File: config.mk
export PLATFORM = sky130hd
export DESIGN_NAME = div
export DESIGN_NICKNAME = d
export VERILOG_FILES = /design/src/rtl/div_pkg.sv /design/src/rtl/div.sv
export SDC_FILE = /design/constraint.sdc
export NUM_CORES = 1
export LEC_CHECK = 0
export CORE_MARGIN = 5
export CORE_UTILIZATION = 60
export DETAILED_ROUTE_END_ITERATION = 12
export GPL_TIMING_DRIVEN = 0
export PLACE_DENSITY = 0.92
export SETUP_SLACK_MARGIN = 0.1
export SLEW_MARGIN = 10
export SYNTH_ARGS = -nofsm -noshare
export SYNTH_HDL_FRONTEND = slang
export SYNTH_SLANG_ARGS = --single-unit
File: constraint.sdc
create_clock -name clk -period 7.4 [get_ports clk]
set_input_delay 1.48 -clock clk [delete_from_list [all_inputs] [get_ports clk]]
set_output_delay 1.48 -clock clk [all_outputs]
set_load 0.02 [all_outputs]
File: src/rtl/div_pkg.sv
// ---------------------------------------------------------------------------
// div_pkg
//   Shared definitions for the multi-cycle integer divider: FSM state
//   encoding, widths derived from the 32-bit operand size, and the
//   ready/start encodings used by the EX stage handshake.
// ---------------------------------------------------------------------------
package div_pkg;

    // Operand width and the widths derived from it
    localparam int DIV_DATA_W  = 32;
    localparam int DIV_WORK_W  = 2 * DIV_DATA_W + 1;
    localparam int DIV_CNT_W   = 6;

    // Number of shift-subtract steps for a full quotient
    localparam logic [DIV_CNT_W-1:0] DIV_STEPS = 6'd32;

    // Handshake encodings
    localparam logic DIV_RESULT_READY     = 1'b1;
    localparam logic DIV_RESULT_NOT_READY = 1'b0;
    localparam logic DIV_START            = 1'b1;
    localparam logic DIV_STOP             = 1'b0;

    // Divider FSM states
    typedef enum logic [1:0] {
        DIV_FREE   = 2'b00,
        DIV_BYZERO = 2'b01,
        DIV_ON     = 2'b10,
        DIV_END    = 2'b11
    } div_state_e;

endpackage

File: src/rtl/div.sv
// ---------------------------------------------------------------------------
// div
//   Multi-cycle restoring divider for the EX stage. Signed division works on
//   operand magnitudes and fixes the result signs at the end; a zero divisor
//   short-circuits to an all-zero result. The result stays on result_o while
//   ready_o is high and EX keeps start_i asserted.
//
// Ports
//   clk          : clock, rising edge
//   rst          : asynchronous active-low reset
//   signed_div_i : 1 = signed divide, 0 = unsigned, sampled with start_i
//   opdata1_i    : dividend, sampled with start_i
//   opdata2_i    : divisor, sampled with start_i
//   start_i      : request, held by EX until ready_o is seen
//   annul_i      : flush, aborts any operation in progress
//   result_o     : {remainder, quotient}, valid while ready_o = 1
//   ready_o      : registered result-valid flag
//   stallreq_o   : combinational stall request to the pipeline controller
// ---------------------------------------------------------------------------
module div
    import div_pkg::*;
#(
    parameter int DATA_W = 32
) (
    input  logic                  clk,
    input  logic                  rst,
    input  logic                  signed_div_i,
    input  logic [DATA_W-1:0]     opdata1_i,
    input  logic [DATA_W-1:0]     opdata2_i,
    input  logic                  start_i,
    input  logic                  annul_i,
    output logic [2*DATA_W-1:0]   result_o,
    output logic                  ready_o,
    output logic                  stallreq_o
);

    div_state_e                  state_q, state_d;
    logic [DIV_CNT_W-1:0]        cnt_q, cnt_d;
    logic [DIV_WORK_W-1:0]       work_q, work_d;
    logic [DIV_DATA_W-1:0]       divisor_q, divisor_d;
    logic                        neg_quot_q, neg_quot_d;
    logic                        neg_rem_q, neg_rem_d;
    logic [2*DIV_DATA_W-1:0]     result_q, result_d;
    logic                        ready_q, ready_d;

    logic [DIV_DATA_W-1:0]       mag_a;
    logic [DIV_DATA_W-1:0]       mag_b;
    logic                        step_ge;
    logic [DIV_DATA_W-1:0]       step_sub;
    logic [DIV_DATA_W-1:0]       quot_raw;
    logic [DIV_DATA_W-1:0]       rem_raw;
    logic [DIV_DATA_W-1:0]       quot_fix;
    logic [DIV_DATA_W-1:0]       rem_fix;

    // The stall request deliberately ignores the FSM state so EX stalls from
    // the very cycle it raises start_i.
    assign stallreq_o = start_i & ~ready_q & ~annul_i;
    assign ready_o    = ready_q;
    assign result_o   = result_q;

    // Operand magnitudes are taken at launch so the iterative core only ever
    // sees unsigned values.
    always_comb begin
        mag_a = opdata1_i;
        mag_b = opdata2_i;
        if (signed_div_i && opdata1_i[DIV_DATA_W-1]) begin
            mag_a = ~opdata1_i + 32'd1;
        end
        if (signed_div_i && opdata2_i[DIV_DATA_W-1]) begin
            mag_b = ~opdata2_i + 32'd1;
        end
    end

    // One restoring step. The partial remainder lives in work_q[64:32]; it can
    // briefly need 33 bits after the shift, hence the wide compare. The low 32
    // bits of the subtraction are exact whenever the compare succeeds.
    always_comb begin
        step_ge  = work_q[DIV_WORK_W-1:DIV_DATA_W] >= {1'b0, divisor_q};
        step_sub = work_q[2*DIV_DATA_W-1:DIV_DATA_W] - divisor_q;
    end

    // After 32 steps the quotient bits have been shifted into the low half and
    // the remainder sits one bit above the middle.
    always_comb begin
        quot_raw = work_q[DIV_DATA_W-1:0];
        rem_raw  = work_q[DIV_WORK_W-1:DIV_DATA_W+1];
        quot_fix = neg_quot_q ? (~quot_raw + 32'd1) : quot_raw;
        rem_fix  = neg_rem_q  ? (~rem_raw  + 32'd1) : rem_raw;
    end

    // Next-state and datapath update
    always_comb begin
        state_d    = state_q;
        cnt_d      = cnt_q;
        work_d     = work_q;
        divisor_d  = divisor_q;
        neg_quot_d = neg_quot_q;
        neg_rem_d  = neg_rem_q;
        result_d   = result_q;
        ready_d    = ready_q;

        case (state_q)
            DIV_FREE: begin
                ready_d  = DIV_RESULT_NOT_READY;
                result_d = '0;
                if (start_i == DIV_START && !annul_i) begin
                    if (opdata2_i == '0) begin
                        state_d = DIV_BYZERO;
                    end else begin
                        state_d    = DIV_ON;
                        cnt_d      = '0;
                        work_d     = {32'd0, mag_a, 1'b0};
                        divisor_d  = mag_b;
                        neg_quot_d = signed_div_i & (opdata1_i[DIV_DATA_W-1] ^ opdata2_i[DIV_DATA_W-1]);
                        neg_rem_d  = signed_div_i & opdata1_i[DIV_DATA_W-1];
                    end
                end
            end

            DIV_BYZERO: begin
                if (annul_i) begin
                    state_d  = DIV_FREE;
                    ready_d  = DIV_RESULT_NOT_READY;
                    result_d = '0;
                end else begin
                    state_d  = DIV_END;
                    ready_d  = DIV_RESULT_READY;
                    result_d = '0;
                end
            end

            // A flush wins even on the cycle the last step would complete.
            DIV_ON: begin
                if (annul_i) begin
                    state_d  = DIV_FREE;
                    cnt_d    = '0;
                    ready_d  = DIV_RESULT_NOT_READY;
                    result_d = '0;
                end else if (cnt_q == DIV_STEPS) begin
                    state_d  = DIV_END;
                    cnt_d    = '0;
                    ready_d  = DIV_RESULT_READY;
                    result_d = {rem_fix, quot_fix};
                end else begin
                    cnt_d = cnt_q + 6'd1;
                    if (step_ge) begin
                        work_d = {step_sub, work_q[DIV_DATA_W-1:0], 1'b1};
                    end else begin
                        work_d = {work_q[DIV_WORK_W-2:0], 1'b0};
                    end
                end
            end

            DIV_END: begin
                if (start_i == DIV_STOP || annul_i) begin
                    state_d  = DIV_FREE;
                    ready_d  = DIV_RESULT_NOT_READY;
                    result_d = '0;
                end
            end

            default: begin
                state_d  = DIV_FREE;
                ready_d  = DIV_RESULT_NOT_READY;
                result_d = '0;
            end
        endcase
    end

    // State and datapath registers
    always_ff @(posedge clk or negedge rst) begin
        if (!rst) begin
            state_q    <= DIV_FREE;
            cnt_q      <= '0;
            work_q     <= '0;
            divisor_q  <= '0;
            neg_quot_q <= 1'b0;
            neg_rem_q  <= 1'b0;
            result_q   <= '0;
            ready_q    <= DIV_RESULT_NOT_READY;
        end else begin
            state_q    <= state_d;
            cnt_q      <= cnt_d;
            work_q     <= work_d;
            divisor_q  <= divisor_d;
            neg_quot_q <= neg_quot_d;
            neg_rem_q  <= neg_rem_d;
            result_q   <= result_d;
            ready_q    <= ready_d;
        end
    end

endmodule

**Yosys cells after proc, flatten, opt, wreduce, memory -nomap -nowiden**

Cells that the tools add are included.

- Shift operators: 0
- Bitwise gates (word level): 13
- Add/subtract/negate cells: 6
- Order comparisons: 1
- Reductions and logical operators: 14
- Equality and inequality tests: 10
- Mux-type cells: 31
- Divide/modulo/power cells: 0
- Multipliers: 0

Operators by type and width:

| operator | count |
|---|---|
| 2-to-1 mux 65 bit | 5 |
| 2-to-1 mux 64 bit | 3 |
| one-hot mux 64 bit (3 select lines) | 1 |
| one-hot mux 65 bit (2 select lines) | 1 |
| adder 32 x 1 -> 32 bit (second input constant) | 4 |
| 2-to-1 mux 32 bit | 4 |
| NOT 32 bit | 4 |
| greater-or-equal comparator 33 x 32 -> 1 bit | 1 |
| logical NOT 32 bit | 1 |
| subtractor 32 bit | 1 |
| 2-to-1 mux 6 bit | 4 |
| 2-to-1 mux 2 bit | 6 |
| one-hot mux 6 bit (2 select lines) | 1 |
| inequality test 2 bit (second input constant) | 5 |
| AND reduction 3 bit | 3 |
| one-hot mux 2 bit (4 select lines) | 1 |
| adder 6 x 1 -> 6 bit (second input constant) | 1 |
| == test 6 bit (second input constant) | 1 |
| AND reduction 5 bit | 1 |
| AND 1 bit | 4 |
| == test 2 bit (second input constant) | 2 |
| 2-to-1 mux 1 bit | 4 |
| NOT 1 bit | 4 |
| one-hot mux 1 bit (4 select lines) | 1 |
| other kinds (10) | 12 |

- Latch bits: 0
- Memories kept: 0
- Bits in registers: 172
- Logic and storage cells: 83
- Bits of input ports: 69
- Memory bits (read-only): 0
- Output and inout bits: 66
- RAM bits: 0

**Logic depth before layout (Yosys ltp)**

Gate-level depths: netlist (run 1).

- Depth after elaboration: 6
- Mapped depth: 12
- Mapped depth without buffers: 12

**Least setup slack after synthesis (run 1)**

OpenSTA, ideal clock, no wires.

- Path kind: input -> register
- From: in opdata2_i[0]
- To: reg work_q[38]
- Required time: 7.274 ns
- Buffers on the path: 2
- Stages on the path: 11
- Library setup time: 0.126 ns
- Setup slack: 3.741 ns
- Arrival: 3.533 ns
- Path through: inv_1 ha_1 nor3b_1 nand2_1 and4bb_1 a2bb2oi_2 buf_4 or2b_2 a211oi_2 buf_6 a221o_1

- Word-level cells in the longest chain between the ends: 3

Ends and longest elaborated chain:

| element | line | source |
|---|---|---|
| start, declared | div.sv:29 | `input logic [DATA_W-1:0] opdata2_i,` |
| logical NOT 32 bit | div.sv:107 | `if (opdata2_i == '0) begin` |
| inequality test 2 bit (no line) | - |  |
| AND reduction 5 bit (no line) | - |  |
| end signal, assigned | div.sv:184 | `work_q <= work_d;` |
| end, declared | div.sv:39 | `logic [DIV_WORK_W-1:0] work_q, work_d;` |

No other way between the ends.
A chain may end at the register's enable or synchronous reset.

**Worst setup path in the final report (run 1)**

- From: in opdata2_i[0]
- To: reg state_q[1]

- Word-level cells in the longest chain between the ends: 4

Ends and longest elaborated chain:

| element | line | source |
|---|---|---|
| logical NOT 32 bit | div.sv:107 |  |
| 2-to-1 mux 2 bit | div.sv:107 |  |
| 2-to-1 mux 2 bit | div.sv:106 | `if (start_i == DIV_START && !annul_i) begin` |
| one-hot mux 2 bit (4 select lines) | div.sv:102 | `case (state_q)` |
| end signal, assigned | div.sv:182 | `state_q <= state_d;` |
| end, declared | div.sv:37 | `div_state_e state_q, state_d;` |

No other way between the ends. The select of a mux whose other input is x is not followed.

==> flow_metrics.env, run 1 <==
export IMPL_floorplan_die_height_um=147
export IMPL_cts_root_buffer_type="sky130_fd_sc_hd__clkbuf_16"
export IMPL_cts_inserted_buffers=17
export IMPL_netlist_area_mm2=0.0113
export IMPL_setup_slack_placement_ps=2240
export IMPL_worstHoldPathCells=2
export IMPL_rsz_0062_raised_after_global_routing="false"
export IMPL_worst_setup_path_type="input port to register"
export IMPL_replace_congestion=0.911
export IMPL_maximum_number_of_pins_on_one_net_before_global_route_repair=92
export IMPL_synth_lib_cells_used_distinct=67
export IMPL_fin_worst_skew_ps=9.47
export IMPL_core_area_mm2=0.0186
export IMPL_mostFrequentLayoutCells="sky130_fd_sc_hd__o21ai_0, sky130_fd_sc_hd__nand2_1, sky130_fd_sc_hd__dfrtp_1, sky130_fd_sc_hd__clkdlybuf4s50_1, sky130_fd_sc_hd__a21oi_1"
export IMPL_final_antenna_net_count=0
export IMPL_ys_flop_type="sky130_fd_sc_hd__dfrtp_1"
export IMPL_layout_nets=1620
export IMPL_layout_area_overhead_vs_synth_pct=20.6
export IMPL_synth_net_count=1466
export IMPL_worst_ep_arrival_ps=5190
export IMPL_worst_slew_pin_transition_ps=875
export IMPL_initial_core_util_pct=60.5
export IMPL_fp_row_count=50
export IMPL_wire_length_of_the_first_global_routing_pass_um=52800
export IMPL_cts_repair_resize_count=0
export IMPL_syn_inst=1355
export IMPL_via_count=11000
export IMPL_kind_of_launch_point_of_the_worst_setup_path="input port"
export IMPL_clk_pin_slew_worst_paths_ps=70
export IMPL_postSynthRegisterBits=172
export IMPL_final_antenna_diode_count=0
export IMPL_fmax_mhz=206
export IMPL_tritoncts="built"
export IMPL_finalCriticalPeriod_ps=4860
export IMPL_synth_enable_flop_cells=0
export IMPL_grt_overflow_total=0
export IMPL_share_of_cells_above_drive_strength_1_pct=4.07
export IMPL_place_port_buffers=134
export IMPL_timing_final_max_slew_violations=0
export IMPL_post_dp_hpwl_um=24400
export IMPL_cts_sink_count=172
export IMPL_critical_path_required_ps=7730
export IMPL_dr_pass1_iters=6
export IMPL_r2r_cells=12
export IMPL_die_ar_mm2=0.0217
export IMPL_min_period_over_period_pct=65.6
export IMPL_holdBufCountCts=0
export IMPL_drcViolationCount=0
export IMPL_ctsLongestPathBuffers=2
export IMPL_first_iter_violations=1275
export IMPL_timing_slew_headroom_pct=41.2
export IMPL_outcome="finished clean"
export IMPL_final_common_cell="sky130_fd_sc_hd__o21ai_0"
export IMPL_cap_violations=0
export IMPL_number_of_top_level_pins=135
export IMPL_proportion_of_synthesized_chip_area_in_sequential_cells_pct=38.1
export IMPL_finalHoldViolations=0
export IMPL_clk_latency_worst_skew_pair_ps=440
export IMPL_via_count_of_the_first_global_routing_pass=10500
export IMPL_power_static_leakage_nw=5.80
export IMPL_vdd_drop_max_mv=0.177
export IMPL_ys_async_sr_fraction_pct=100
export IMPL_cts_post_setup_buffers_inserted=0
export IMPL_avgViaCountPerCell=6.27
export IMPL_wl_per_cell_um=18.4
export IMPL_cts_htree_levels=4
export IMPL_finalHoldWorstSlack_ps=482
export IMPL_routed_wl_um=32300
export IMPL_grt_antenna_before_repair=0
export IMPL_die_x_um=147
export IMPL_power_per_cell_area_mw_per_mm2=313
export IMPL_setup_violations_final=0
export IMPL_maximum_fanout_along_the_worst_path=6
export IMPL_final_critical_path_setup_slack_ps=2540
export IMPL_min_path_type="register to register"
export IMPL_synth_yosys_warnings=0
export IMPL_global_route_usage_total_pct=29.5
export IMPL_worstSetupEndpointType="register"
export IMPL_synth_area_per_cell_um2=8.33
[sequential cells by signal, indices dropped and copies added, names as in the netlist]
name,flops
cnt_q,6
divisor_q,32
neg_quot_q,1
neg_rem_q,1
ready_o,1
result_o,64
state_q,2
work_q,65
[stage by stage]
stage	setup TNS, ps	cell area (um^2)	cells	util (%)	total power [mW]
finish	0	13600	1756	73.0	4.27
detailed placement	0	13000	1724	69.5	3.20
floorplan	0	11300	1355	-	2.60
CTS	0	13600	1756	73.0	4.22
global placement	-303130	12900	1723	69.3	3.11
global route	0	13600	1756	73.0	4.52
[synth_stat cells (4+ instances only)]
cell type / count / share of area, %
sky130_fd_sc_hd__a31oi_1: 15 / 0.83
sky130_fd_sc_hd__nand3_1: 17 / 0.75
sky130_fd_sc_hd__ha_1: 41 / 4.5
sky130_fd_sc_hd__and2_1: 4 / 0.22
sky130_fd_sc_hd__nor3_1: 19 / 0.84
sky130_fd_sc_hd__nor3b_1: 4 / 0.27
sky130_fd_sc_hd__o41ai_1: 13 / 1.0
sky130_fd_sc_hd__o211ai_1: 6 / 0.40
sky130_fd_sc_hd__nand4_1: 11 / 0.61
sky130_fd_sc_hd__o31ai_1: 37 / 2.5
sky130_fd_sc_hd__o21ai_0: 193 / 8.6
sky130_fd_sc_hd__nor4_1: 14 / 0.78
sky130_fd_sc_hd__or3_1: 17 / 0.94
sky130_fd_sc_hd__inv_1: 66 / 2.2
sky130_fd_sc_hd__nor2b_1: 10 / 0.55
sky130_fd_sc_hd__a21o_1: 12 / 0.80
sky130_fd_sc_hd__nand2b_1: 14 / 0.78
sky130_fd_sc_hd__buf_2: 9 / 0.40
sky130_fd_sc_hd__dfrtp_1: 172 / 38
sky130_fd_sc_hd__mux2i_1: 9 / 0.80
sky130_fd_sc_hd__clkbuf_1: 52 / 1.7
sky130_fd_sc_hd__xor2_1: 82 / 6.4
sky130_fd_sc_hd__a221oi_1: 4 / 0.31
sky130_fd_sc_hd__or4_1: 11 / 0.73
sky130_fd_sc_hd__buf_1: 6 / 0.20
sky130_fd_sc_hd__xnor2_1: 62 / 4.8
sky130_fd_sc_hd__a211oi_1: 6 / 0.40
sky130_fd_sc_hd__a21oi_1: 101 / 4.5
sky130_fd_sc_hd__and3_1: 4 / 0.22
sky130_fd_sc_hd__a22oi_1: 29 / 1.9
sky130_fd_sc_hd__nand2_1: 181 / 6.0
sky130_fd_sc_hd__nor2_1: 85 / 2.8
[power breakdown]
part           internal, mW  leakage (nW)  switching, mW
Clock                 0.606         0.314          0.401
Combinational         0.681          3.21           1.18
Sequential             1.17          2.28          0.226
[final timing paths]
check | start | endpoint | slack, ps
max | opdata2_i[0] | state_q[1] | 2540
max in group asynchronous | rst | work_q[52] | 5540
min reg2reg | result_o[34] | result_o[34] | 480
min in group asynchronous | rst | result_o[46] | 1000
min | result_o[34] | result_o[34] | 480
max reg2reg | work_q[32] | work_q[57] | 3980
[area by class of cell]
type	instances	area [um^2]
clock inverter	15	235
tap	234	293
timing repair buffer	135	1370
sequential	172	4300
multi-input combinational	1048	6450
buffer	69	282
fill	1367	5030
clock buffer	17	425
inverter	66	248
[kinds of logic (layout without fill, tap and decap cells)]
kind of cell / after synthesis / after routing / share of synthesized area [%]
AO/OA/AOI/OAI: 444 / 444 / 23.4
AND/OR/NAND/NOR: 406 / 406 / 16.8
flip-flops: 172 / 172 / 38.1
XOR/XNOR: 144 / 144 / 11.2
buffers and inverters: 135 / 302 / 4.69
adder cells (fa/ha/maj): 42 / 42 / 4.72
multiplexers: 12 / 12 / 1.10
[metal layers]
layer	GRT usage [%]	vias to the layer above	wire length (um)
li1	-	5132	-
met1	40.7	5163	13700
met2	45.9	629	14500
met3	7.53	87	3300
met4	9.69	0	791
met5	0	-	0
[critical path: stages]
cell and delay (ps):
sky130_fd_sc_hd__clkdlybuf4s50_1 480, sky130_fd_sc_hd__inv_1 90, sky130_fd_sc_hd__ha_1 160, sky130_fd_sc_hd__nor3b_1 490, sky130_fd_sc_hd__nand2_1 300, sky130_fd_sc_hd__nor4_1 740, sky130_fd_sc_hd__nand2_1 190, sky130_fd_sc_hd__nor3_1 710
sky130_fd_sc_hd__a31oi_1 230, sky130_fd_sc_hd__o221a_2 310
No activity file was read; power rests on OpenSTA's default activity.
==> run 2: changes to the inputs <==
Settings changed: CORE_UTILIZATION 60 to 57, PLACE_DENSITY 0.92 to 0.88.
Clock period 7.4 ns to 4.6 ns, I/O delays scaled along.
==> flow_metrics.env, run 2 (synthesized netlist as in run 1, its figures left out) <==
export IMPL_setup_violations_final=0
export IMPL_vdd_drop_max_mv=0.288
export IMPL_timing_slew_headroom_pct=47.8
export IMPL_mostFrequentLayoutCells="sky130_fd_sc_hd__o21ai_0, sky130_fd_sc_hd__nand2_1, sky130_fd_sc_hd__dfrtp_1, sky130_fd_sc_hd__clkdlybuf4s50_1, sky130_fd_sc_hd__a21oi_1"
export IMPL_final_common_cell="sky130_fd_sc_hd__o21ai_0"
export IMPL_critical_path_required_ps=4880
export IMPL_post_route_utilization_pct=70.1
export IMPL_die_x_um=151
export IMPL_replace_congestion=0.924
export IMPL_largest_register="work_q"
export IMPL_fmax_mhz=251
export IMPL_fp_row_count=51
export IMPL_power_static_leakage_nw=5.79
export IMPL_holdBufCountCts=0
export IMPL_timing_final_max_slew_violations=0
export IMPL_cts_inserted_buffers=17
export IMPL_clk_latency_worst_skew_pair_ps=440
export IMPL_finalHoldViolations=0
export IMPL_clk_pin_slew_worst_paths_ps=60
export IMPL_kind_of_launch_point_of_the_worst_setup_path="input port"
export IMPL_finalHoldWorstSlack_ps=410
export IMPL_min_period_over_period_pct=86.5
export IMPL_slowest_stage="sky130_fd_sc_hd__and4bb_1"
export IMPL_global_route_usage_total_pct=28.5
export IMPL_grt_overflow_total=0
export IMPL_power_per_cell_area_mw_per_mm2=498
export IMPL_final_antenna_net_count=0
export IMPL_post_dp_hpwl_um=24300
export IMPL_cts_root_buffer_type="sky130_fd_sc_hd__clkbuf_16"
export IMPL_via_count_of_the_first_global_routing_pass=10300
export IMPL_area_of_all_sequential_standard_cells_mm2=0.00430
export IMPL_cap_violations=0
export IMPL_nFillCells=1486
export IMPL_setup_tns_ps=0
export IMPL_dr_pass1_iters=7
export IMPL_worstPathBufferInverterCount=3
export IMPL_maximum_number_of_pins_on_one_net_before_global_route_repair=109
export IMPL_cpLargestDelayFamily="simple AND/OR/NAND/NOR gates"
export IMPL_rsz_0062_raised_after_global_routing="false"
export IMPL_worstSetupEndpointType="register"
export IMPL_tritoncts="built"
export IMPL_worst_slew_pin_transition_ps=776
export IMPL_cts_sink_count=172
export IMPL_layout_nets=1620
export IMPL_first_iter_violations=1414
export IMPL_critical_path_start="opdata2_i[0]"
export IMPL_ctsLongestPathBuffers=2
export IMPL_layout_area_overhead_vs_synth_pct=20.9
export IMPL_final_antenna_diode_count=0
export IMPL_initial_core_util_pct=58.0
export IMPL_maximum_fanout_along_the_worst_path=10
export IMPL_grt_antenna_before_repair=0
export IMPL_worst_setup_path_type="input port to register"
export IMPL_number_of_top_level_pins=135
export IMPL_wl_per_cell_um=18.0
export IMPL_critical_path_reg2reg_startpoint="work_q[32]"
export IMPL_cts_htree_levels=4
export IMPL_fin_worst_skew_ps=8.36
export IMPL_multi_input_comb_area_mm2=0.00646
export IMPL_timing_critical_path_cells="clkdlybuf4s50_1 > inv_1 > ha_1 > nor3b_1 > nand2_1 > and4bb_1 > a2bb2oi_2 > nor2_1 > a22oi_2 > clkbuf_1 > o21ai_0"
export IMPL_outcome="finished clean"
export IMPL_dp_cells=1755
export IMPL_core_area_mm2=0.0195
export IMPL_worst_ep_arrival_ps=4260
export IMPL_floorplan_die_height_um=151
export IMPL_min_path_type="input port to asynchronous set/reset pin"
export IMPL_total_power_mw=6.79
export IMPL_finalCriticalPeriod_ps=3980
export IMPL_die_ar_mm2=0.0227
export IMPL_place_port_buffers=134
export IMPL_wire_length_of_the_first_global_routing_pass_um=52000
export IMPL_drcViolationCount=0
export IMPL_share_of_cells_above_drive_strength_1_pct=4.14
export IMPL_timing_critical_path_slowest_cell_delay_ps=500
export IMPL_finish_cell_count_without_fillers=1787
export IMPL_via_count=11000
export IMPL_routed_wl_um=32100
export IMPL_avgViaCountPerCell=6.13
export IMPL_flip_flop_count_of_the_largest_register_after_layout=65
run 2: cell count changes in the layout (fill, tap and decap cells not counted):
cell and delta:
sky130_fd_sc_hd__inv_6 +2, sky130_fd_sc_hd__bufinv_16 -1, sky130_fd_sc_hd__clkbuf_8 +1, sky130_fd_sc_hd__clkinv_2 -1, sky130_fd_sc_hd__inv_8 -1, sky130_fd_sc_hd__nor4_1 -1, sky130_fd_sc_hd__nor4_2 +1
run 2: metal layers:
layer	vias to the layer above	global-route usage [%]	routed length, um	part of all wire [%]
li1	5106	-	-	-
met1	5189	40.6	13700	43
met2	583	44.4	14600	45
met3	72	5.69	3180	9.9
met4	0	7.93	675	2.1
met5	-	0	0	0
run 2: repair_timing:
item,CTS,global route
endpoints found under the setup margin,0,1
buffers inserted,0,0
endpoints found under the hold margin,0,0
resized for setup,0,1
run 2: through the flow:
step | worst slack, ps | instance area, um^2
floorplan | 1500 | 11300
global placement | -4080 | 13000
detailed placement | 144 | 13000
CTS | 618 | 13600
global route | 353 | 13600
finish | 619 | 13600
run 2: layout make-up:
class                           count  area share [%]
Tap cell                          265            2.43
Inverter                           66            1.82
Multi-Input combinational cell   1048            47.3
Timing Repair Buffer              135            10.1
Buffer                             69            2.06
Clock inverter                     14            1.51
Sequential cell                   172            31.5
Clock buffer                       18            3.22
run 2: worst register-to-register path, cell delays in order, from the launching register on:
cell and delay (ps):
sky130_fd_sc_hd__dfrtp_1 420, sky130_fd_sc_hd__inv_1 70, sky130_fd_sc_hd__ha_1 170, sky130_fd_sc_hd__inv_1 60, sky130_fd_sc_hd__fa_1 410, sky130_fd_sc_hd__a211oi_1 300, sky130_fd_sc_hd__o211ai_1 210, sky130_fd_sc_hd__a211o_1 380
sky130_fd_sc_hd__a221oi_1 420, sky130_fd_sc_hd__nor2_1 140, sky130_fd_sc_hd__nor4_1 330, sky130_fd_sc_hd__nor3_1 110, sky130_fd_sc_hd__a221o_1 270
run 2: worst paths after layout:
| kind | to | slack (ps) | depth (start not counted) |
|---|---|---|---|
| setup / recovery | work_q[53] | 620 | 11 |
| hold / removal | result_o[44] | 410 | 1 |
| setup reg to reg | work_q[57] | 1220 | 12 |
| hold reg to reg | cnt_q[5] | 480 | 1 |
| max in group asynchronous | result_o[0] | 3290 | 2 |
| min in group clk | cnt_q[5] | 480 | 1 |
run 2: where the power goes:
group,switching [mW],leakage (nW),internal [mW],total (mW)
logic,1.88,3.21,1.10,2.98
registers,0.356,2.28,1.88,2.24
clock network,0.635,0.306,0.935,1.57
